===== src/rtl/tridiag_coeff_loader.sv =====
`timescale 1ns/1ps
`default_nettype none
// ============================================================================
// Module   : tridiag_coeff_loader
// Purpose  : Front-end for the tridiagonal determinant engine. Collects the
//            a/b/c coefficients through single-word writes, presents them as
//            flattened vectors (element 0 at the LSBs), launches a run with a
//            one-cycle start pulse, captures det on done, performs the ack
//            handshake and returns the result on a valid/ready port.
//            Coefficients persist across runs; only the loaded-mask is cleared.
// Ports    : clk/rst                    clock, synchronous active-high reset
//            wr_*_i / wr_ready_o        coefficient write channel
//            wr_err_o                   pulse: accepted write was dropped
//            cmd_go_i / cmd_clear_i     run request / clear loaded-mask
//            go_err_o                   pulse: cmd_go rejected
//            busy_o                     high in every state except LOAD
//            a/b/c_flat_o               coefficient banks to the engine
//            det_start_o/det_ack_o      engine start pulse / ack
//            det_done_i/det_in_i        engine done / determinant
//            res_valid_o/res_ready_i    result handshake
//            res_det_o                  captured determinant (signed)
// Revision : 1.0 - initial release
// ============================================================================
module tridiag_coeff_loader #(
  parameter int N     = 16,
  parameter int WIDTH = 16,
  parameter int IDX_W = 4
) (
  input  logic                   clk,
  input  logic                   rst,
  input  logic                   wr_valid_i,
  output logic                   wr_ready_o,
  input  logic [1:0]             wr_sel_i,
  input  logic [IDX_W-1:0]       wr_idx_i,
  input  logic [WIDTH-1:0]       wr_data_i,
  output logic                   wr_err_o,
  input  logic                   cmd_go_i,
  input  logic                   cmd_clear_i,
  output logic                   go_err_o,
  output logic                   busy_o,
  output logic [WIDTH*(N-1)-1:0] a_flat_o,
  output logic [WIDTH*N-1:0]     b_flat_o,
  output logic [WIDTH*(N-1)-1:0] c_flat_o,
  output logic                   det_start_o,
  output logic                   det_ack_o,
  input  logic                   det_done_i,
  input  logic [2*WIDTH-1:0]     det_in_i,
  output logic                   res_valid_o,
  input  logic                   res_ready_i,
  output logic [2*WIDTH-1:0]     res_det_o
);

  localparam logic [2:0] c_LOAD      = 3'd0;
  localparam logic [2:0] c_START     = 3'd1;
  localparam logic [2:0] c_WAIT_DONE = 3'd2;
  localparam logic [2:0] c_ACK       = 3'd3;
  localparam logic [2:0] c_RESULT    = 3'd4;

  // Mask layout: a[i] at bit i, b[i] at bit N-1+i, c[i] at bit 2N-1+i.
  localparam int c_MASK_W = 3*N-2;

  logic [2:0]          state_q, state_d;
  logic [WIDTH-1:0]    a_q [N-1];
  logic [WIDTH-1:0]    b_q [N];
  logic [WIDTH-1:0]    c_q [N-1];
  logic [c_MASK_W-1:0] mask_q, mask_d;
  logic                wr_err_q, go_err_q, go_err_d;
  logic [2*WIDTH-1:0]  res_det_q;

  logic                w_load, w_wr_fire, w_wr_legal, w_go_ok;
  logic [c_MASK_W-1:0] w_wr_bit;

  assign w_load     = (state_q == c_LOAD);
  assign wr_ready_o = w_load & ~cmd_clear_i;
  assign w_wr_fire  = wr_valid_i & wr_ready_o;

  // One-hot target of the write; all-zero for a bad sel or out-of-range index,
  // so legality falls out of the decode itself.
  always_comb begin
    w_wr_bit = '0;
    for (int i = 0; i < N-1; i++) begin
      if (wr_idx_i == IDX_W'(i)) begin
        if (wr_sel_i == 2'd0) w_wr_bit[i]         = 1'b1;
        if (wr_sel_i == 2'd2) w_wr_bit[2*N-1+i]   = 1'b1;
      end
    end
    for (int i = 0; i < N; i++) begin
      if (wr_idx_i == IDX_W'(i) && wr_sel_i == 2'd1) w_wr_bit[N-1+i] = 1'b1;
    end
  end

  assign w_wr_legal = |w_wr_bit;

  // Go is judged on the registered mask only; clear in the same cycle wins.
  assign w_go_ok = w_load & cmd_go_i & ~cmd_clear_i & (&mask_q);

  always_comb begin
    mask_d = mask_q;
    if (w_load && cmd_clear_i) begin
      mask_d = '0;
    end else if (w_wr_fire) begin
      mask_d = mask_q | w_wr_bit;
    end
  end

  always_comb begin
    state_d  = state_q;
    go_err_d = cmd_go_i & ~w_go_ok;
    case (state_q)
      c_LOAD:      if (w_go_ok) state_d = c_START;
      c_START:     state_d = c_WAIT_DONE;
      c_WAIT_DONE: if (det_done_i) state_d = c_ACK;
      // The engine holds done for a cycle after seeing ack; wait it out.
      c_ACK:       if (!det_done_i) state_d = c_RESULT;
      c_RESULT:    if (res_ready_i) state_d = c_LOAD;
      default:     state_d = c_LOAD;
    endcase
  end

  always_ff @(posedge clk) begin
    if (rst) begin
      state_q   <= c_LOAD;
      mask_q    <= '0;
      wr_err_q  <= 1'b0;
      go_err_q  <= 1'b0;
      res_det_q <= '0;
    end else begin
      state_q  <= state_d;
      mask_q   <= mask_d;
      wr_err_q <= w_wr_fire & ~w_wr_legal;
      go_err_q <= go_err_d;
      if (state_q == c_WAIT_DONE && det_done_i) res_det_q <= det_in_i;
    end
  end

  always_ff @(posedge clk) begin
    if (rst) begin
      for (int i = 0; i < N-1; i++) begin
        a_q[i] <= '0;
        c_q[i] <= '0;
      end
      for (int i = 0; i < N; i++) b_q[i] <= '0;
    end else if (w_wr_fire) begin
      for (int i = 0; i < N-1; i++) begin
        if (w_wr_bit[i])       a_q[i] <= wr_data_i;
        if (w_wr_bit[2*N-1+i]) c_q[i] <= wr_data_i;
      end
      for (int i = 0; i < N; i++) begin
        if (w_wr_bit[N-1+i]) b_q[i] <= wr_data_i;
      end
    end
  end

  generate
    for (genvar gi = 0; gi < N-1; gi++) begin : g_flat_ac
      assign a_flat_o[gi*WIDTH +: WIDTH] = a_q[gi];
      assign c_flat_o[gi*WIDTH +: WIDTH] = c_q[gi];
    end
    for (genvar gi = 0; gi < N; gi++) begin : g_flat_b
      assign b_flat_o[gi*WIDTH +: WIDTH] = b_q[gi];
    end
  endgenerate

  assign busy_o      = ~w_load;
  assign det_start_o = (state_q == c_START);
  assign det_ack_o   = (state_q == c_ACK);
  assign res_valid_o = (state_q == c_RESULT);
  assign res_det_o   = res_det_q;
  assign wr_err_o    = wr_err_q;
  assign go_err_o    = go_err_q;

endmodule
`default_nettype wire

===== config.mk =====
export PLATFORM = sky130hd
export DESIGN_NAME = tridiag_coeff_loader
export DESIGN_NICKNAME = d
export VERILOG_FILES = /design/src/rtl/tridiag_coeff_loader.sv
export SDC_FILE = /design/constraint.sdc
export NUM_CORES = 1
export LEC_CHECK = 0
export CORE_AREA = 2 2 322 324
export CTS_CLUSTER_SIZE = 14
export DETAILED_ROUTE_END_ITERATION = 6
export DIE_AREA = 0 0 324 326
export GPL_ROUTABILITY_DRIVEN = 0
export SLEW_MARGIN = 25
export SYNTH_ARGS = -nofsm -noshare
export SYNTH_HDL_FRONTEND = slang
export SYNTH_SLANG_ARGS = --single-unit

===== constraint.sdc =====
create_clock -name clk -period 3.3 [get_ports clk]
set_clock_uncertainty 0.2 [all_clocks]
set_input_delay 0.66 -clock clk [delete_from_list [all_inputs] [get_ports clk]]
set_output_delay 0.66 -clock clk [all_outputs]
set_load 0.01 [all_outputs]

==> results of run 1 <==
## power by group
group	internal [mW]	switching (mW)
Sequential	11.7	0.135
Clock	5.71	4.25
Combinational	0.909	1.13
## cells in the final DEF, fill, tap and decap left out, types with 3 or more instances in the layout
cell type and count:
nand2_1 88, clkinv_8 3, a21oi_1 71, nand4_1 13, clkbuf_1 22, bufinv_16 8, inv_1 48, clkinv_1 11
or2_2 12, clkdlybuf4s50_1 832, nand2_2 5, nand2b_2 16, buf_12 47, a21o_1 7, nand2_4 5, o21a_1 10
nor3_1 8, inv_6 3, clkinv_4 5, edfxtp_1 736, nand2b_1 35, clkbuf_16 89, clkinvlp_4 5, nor2_1 510
dfxtp_1 83, clkinv_2 14, buf_4 96, nor4_1 4, diode_2 4
## through the flow
step                std cells  hold slack (ps)  instance area [um2]  total power, mW
floorplan                1785              225                28000             12.6
global placement         4032              234                39300             14.1
detailed placement       4032              241                39300             14.1
CTS                      4197              248                42200             24.1
global route             4198              270                42200             24.6
finish                   4201              246                42200             23.8
## area by class of cell
class | instances | area (um2) | share of cell area (%)
clock inverters | 52 | 578 | 1.37
flip-flops and latches | 819 | 23800 | 56.3
well taps | 1380 | 1730 | 4.09
multi-input cells | 807 | 3600 | 8.54
diodes | 4 | 10.0 | 0.0237
repair buffers | 977 | 10000 | 23.7
inverters | 49 | 184 | 0.436
clock buffers | 113 | 2340 | 5.54
## path summary, 6_finish.rpt
| check | from | to | slack, ps | depth (start not counted) |
|---|---|---|---|---|
| setup / recovery | state_q[2] | res_valid_o | 330 | 3 |
| setup reg to reg | state_q[0] | b_q[1][117] | 610 | 8 |
| hold / removal | mask_q[6] | mask_q[6] | 250 | 2 |
| hold reg to reg | mask_q[6] | mask_q[6] | 250 | 2 |
## state kept, by name, indices dropped and copies added, names as in the netlist
register	flops
state_q	3
wr_err_o	1
b_q	256
res_det_o	32
go_err_o	1
mask_q	46
a_q	240
c_q	240
## per-layer routing
layer  wire [um]  global-route usage (%)
met1       42100                    24.3
met5          93                       0
met4        3020                    6.28
met3       10400                    6.84
met2       50600                    31.7
## cell usage after synthesis, drive strengths merged
library cell	n	area share [%]
clkbuf	92	1.2
a2111oi	2	0.063
and3b	1	0.031
nor2b	2	0.045
a21oi	71	1.3
inv	49	0.66
nand2	98	1.5
dfxtp	83	5.9
nand4b	1	0.031
or2	13	0.29
nor3	9	0.20
and3	2	0.045
buf	18	0.42
nand4	13	0.29
nand3	2	0.036
o21ai	1	0.018
nor2	510	6.8
nor4	7	0.29
a21o	7	0.19
a32oi	1	0.031
o21a	10	0.27
nor3b	1	0.027
a211oi	1	0.027
and4	1	0.031
o211ai	1	0.027
nand2b	51	1.1
edfxtp	736	79
or4	2	0.054
## timing repair
| item | in CTS | in global routing |
|---|---|---|
| buffers inserted | 0 | 0 |
| hold endpoints to repair | 0 | 0 |
| resized for setup | 1 | 1 |
| setup endpoints to repair | 1 | 1 |
## worst max-delay path, cell delays in order, from the launching register on
cell	delay (ps)
dfxtp_1	450
inv_1	100
nor3_1	290
clkdlybuf4s50_1	600
## cells by family after synthesis
family | Yosys count | synth area share (%)
compound gates | 94 | 1.89
buf+inv | 159 | 2.31
simple gates | 713 | 10.8
flops | 819 | 84.9
==> results_dict.tcl, run 1 <==
set metrics [dict create \
    maxSlewViolCount 0 \
    vias 18300 \
    insertion_delay_ps 660 \
    syn_avg_cell_area_um2 15.7 \
    drt-initial-drc-count 1624 \
    ant_nets 0 \
    finalSetupViolCount 0 \
    ys_seq_area_share_pct 84.9 \
    hold_buffers 0 \
    tns_ps 0 \
    fin_ws_ps 333 \
    clock.fmax_ghz 0.337 \
    detail_route.wl_per_cell_um 25.3 \
    drc 0 \
    final_nets 2804 \
    core_area_um2 103000 \
    fp.dieW_um 324 \
    clockBufferDepth 3 \
    io-pin-count 836 \
    netlist_area_um2 28000 \
    final_util_pct 41.1 \
    p_per_area_nw_per_um2 565 \
    end_kind "output pin" \
    tightest_slew_ps 903 \
    antenna_found_initial 14 \
    drv_cap 0 \
    die_y_um 326 \
    total_leakage_power_nw 15.0 \
    portBuffers 835 \
    grt_pass1_wl_um 143000 \
    hpwl_um 75400 \
    worstSetupStartpointType "flop" \
    hp-class "reg2reg" \
    syn_nets 1846 \
    grt-ovfl-total 0 \
    track_usage_pct 19.5 \
    routed_wl_um 106000 \
    final_hold_viol_count 0 \
    area_delta_synth_final_pct 50.9 \
    layout-drive-gt1-share_pct 11.3 \
    rsz0062_at_grt "false" \
    grt_max_degree 37 \
    cts_buffers 89 \
    rows 118 \
    required_ps 2440 \
    ys_warn_count 0 \
    slew_headroom_pct 39.7 \
    fin_crit_sh_pct 89.9 \
    post-place-ws_ps 61.1 \
    start_util_pct 27.3 \
    ys_ff_latch 819 \
    firstDrtPassIters 6 \
    clkTransAtPathRegs_ps 50 \
    nFillCells 9406 \
    cts.sinks 819 \
    synthCells 1785 \
    outcome "complete, no violations" \
    synth_cell_types 37 \
    ir_worst_vdd_mv 0.514 \
    crit_path_max_fanout 6 \
    avgViaCountPerCell 4.35 \
    worstPathArrival_ps 2110 \
    min_period_ps 2970 \
    grt_pass1_vias 18000 \
    die_area_um2 106000 \
    h-tree-depth 3 \
    cts_tree "built" \
    cts_root_buf "clkbuf_16" \
    worstSetupPathType "reg2out" \
]
Note: power is estimated with default switching activity, not from simulation.
==> run 2, diff against run 1 <==
--- a/config.mk
+++ b/config.mk
@@ -5,10 +5,11 @@
 export SDC_FILE = /design/constraint.sdc
 export NUM_CORES = 1
 export LEC_CHECK = 0
-export CORE_AREA = 2 2 322 324
+export ABC_AREA = 1
+export CORE_AREA = 2 2 329 331
 export CTS_CLUSTER_SIZE = 14
 export DETAILED_ROUTE_END_ITERATION = 6
-export DIE_AREA = 0 0 324 326
+export DIE_AREA = 0 0 331 333
 export GPL_ROUTABILITY_DRIVEN = 0
 export SLEW_MARGIN = 25
 export SYNTH_ARGS = -nofsm -noshare
==> constraint.sdc (replaced) <==
create_clock -name clk -period 2.55 [get_ports clk]
set_clock_uncertainty 0.2 [all_clocks]
set_input_delay 0.51 -clock clk [delete_from_list [all_inputs] [get_ports clk]]
set_output_delay 0.51 -clock clk [all_outputs]
set_load 0.01 [all_outputs]
==> run 2 against run 1 <==
Compared with the run above: hold slack worse by 3.5 ps; clock power is 28% higher; global-route usage decreased by 0.28 points; first-iteration DRC count grew 4.9%; routed wire length increased by 3.3%; die area increased by 4.4%; via count increased by 6.8%; utilization rose by 0.11 points; combinational power grew 81%; highest routed layer unchanged; clock-buffer cell count decreased by 3; register-to-register slack got worse by 160 ps.
==> results_dict.tcl, run 2 <==
set metrics [dict create \
    outcome "complete, no violations" \
    portBuffers 835 \
    tightest_slew_ps 387 \
    power_mw 31.9 \
    rsz0062_at_grt "false" \
    cts_tree "built" \
    fin_ws_ps 69.8 \
    fin_crit_sh_pct 97.3 \
    vias 19500 \
    track_usage_pct 19.3 \
    antenna_found_initial 11 \
    detail_route.wl_per_cell_um 24.6 \
    drc 0 \
    clockBufferDepth 3 \
    switching_share_pct 24.1 \
    min_period_ps 2480 \
    async_flop_share_pct 0 \
    end_kind "output pin" \
    drv_cap 0 \
    syn_avg_cell_area_um2 14.7 \
    required_ps 1840 \
    largestRegisters "b_q (256), a_q (240), c_q (240)" \
    whs_ps 243 \
    die_area_um2 110000 \
    final_hold_viol_count 0 \
    clock.fmax_ghz 0.403 \
    final_util_pct 41.3 \
    io-pin-count 836 \
    grt_pass1_wl_um 147000 \
    start_util_pct 26.6 \
    fp.dieW_um 331 \
    netlist_area_um2 28300 \
    final_area_um2 44000 \
    ys_seq_area_share_pct 83.9 \
    total_leakage_power_nw 16.2 \
    post-place-ws_ps -217 \
    yosys.area.top_type_share_pct 78.0 \
    layout-drive-gt1-share_pct 13.8 \
    ant_nets 0 \
    ys_ff_latch 819 \
    rows 120 \
    synth_enable_flop_cells 736 \
    synth_cell_types 27 \
    ir_worst_vdd_mv 0.601 \
    slew_headroom_pct 73.9 \
    cts_buffers 88 \
    final_nets 3047 \
    insertion_delay_ps 660 \
    synthCells 1923 \
    critPathBufInv 1 \
    placed_area_um2 41100 \
    grt_pass1_vias 18600 \
    finalSetupViolCount 0 \
    placedCellCount 4298 \
    core_area_um2 107000 \
    avgViaCountPerCell 4.37 \
    area_delta_synth_final_pct 55.3 \
    ys_warn_count 0 \
    power_frac_comb_pct 11.6 \
    synth_commonest_cells "736 x edfxtp_1, 525 x nor2_1, 157 x nand2_1" \
    syn_nets 1984 \
    critPathTopFamily "buffers and inverters" \
    layout_common_cells "827 x clkdlybuf4s50_1, 736 x edfxtp_1, 523 x nor2_1" \
    synth_area_leaders "edfxtp_1 78%, nor2_1 7.0%, dfxtp_1 5.9%" \
    worstPathArrival_ps 1770 \
    cts.sinks 819 \
    hp-class "reg2reg" \
    worstSetupPathType "reg2out" \
    hpwl_um 79100 \
    die_y_um 333 \
    path_cells "clkdlybuf4s50_1" \
    synthFlopType "edfxtp_1" \
    pwr-share-clk_pct 39.7 \
    hold_buffers 0 \
    grt_max_degree 27 \
    p_int_mw 24.2 \
    drt-initial-drc-count 1703 \
    final_common_cell "clkdlybuf4s50_1" \
    clkTransAtPathRegs_ps 60 \
    stdcell_count 4467 \
    top_register "b_q" \
    seq_power_share_pct 48.7 \
    yosys.area.top_type "edfxtp_1" \
    tns_ps 0 \
    worstSetupStartpointType "flop" \
    max_stage_delay_ps 620 \
    crit_path_max_fanout 1 \
    cts_root_buf "clkbuf_16" \
    h-tree-depth 3 \
    firstDrtPassIters 5 \
    largest_reg_flops 256 \
    netSwitchingPower_mw 7.67 \
    maxSlewViolCount 0 \
    grt-ovfl-total 0 \
    p_per_area_nw_per_um2 724 \
    slowest_stage "clkdlybuf4s50_1" \
    routed_wl_um 110000 \
    synth_most_common_cell "edfxtp_1" \
]
## run 2: cell count changes in the layout (fill, tap and decap cells not counted), moves of 10 or more
| cell | previous run | this run |
|---|---|---|
| nand2_2 | 5 | 19 |
| buf_12 | 47 | 98 |
| o21ai_0 | 1 | 34 |
| a21oi_1 | 71 | 83 |
| nand2_1 | 88 | 141 |
| nand2b_1 | 35 | 0 |
| nand3_1 | 2 | 21 |
| inv_1 | 48 | 127 |
| nand2b_2 | 16 | 0 |
| nor2_1 | 510 | 523 |
| o21a_1 | 10 | 0 |
| buf_4 | 96 | 145 |
| or2_2 | 12 | 0 |
## run 2: cell type report
class	count	area, um2
diodes	7	17.5
multi-input cells	867	3710
clock inverters	51	513
clock buffers	110	2320
inverters	132	498
flip-flops and latches	819	23800
repair buffers	1078	11400
well taps	1403	1760
fillers	9851	62600
## run 2: path summary, 6_finish.rpt
path,end,from,slack [ps],cells after the start
hold / removal,res_det_o[24],res_det_o[24],240,2
hold reg to reg,res_det_o[24],res_det_o[24],240,2
setup / recovery,c_flat_o[0],c_q[0][0],70,1
setup reg to reg,c_q[1][45],state_q[0],450,8
## run 2: kinds of logic (layout without fill, tap and decap cells)
logic type	after synthesis	count (layout)	share of synthesized area (%)
compound gates	121	121	2.17
simple gates	746	746	10.7
buf+inv	237	1371	3.22
flops	819	819	83.9
other cells	0	7	0
## run 2: power groups by stage
stage	Combinational, mW	Clock (mW)	Sequential, mW
after floorplan	0.790	0	16.1
after global placement	3.72	0	15.8
after detailed placement	3.73	0	15.8
after CTS	3.74	12.9	15.5
after global routing	3.90	13.5	15.6
final	3.69	12.7	15.5
## run 2: timing repair
action | in CTS | in global routing
gates resized for setup | 12 | 1
endpoints found under the setup margin | 8 | 1
buffers inserted | 1 | 0
pin swaps | 1 | 0
## run 2: routing by layer
metal	part of all wire (%)	track usage, %	wire length (um)
met3	8.6	5.67	9390
met2	50	32.5	54400
met4	3.7	7.46	4070
met1	38	23.0	41900
met5	0.012	0	13
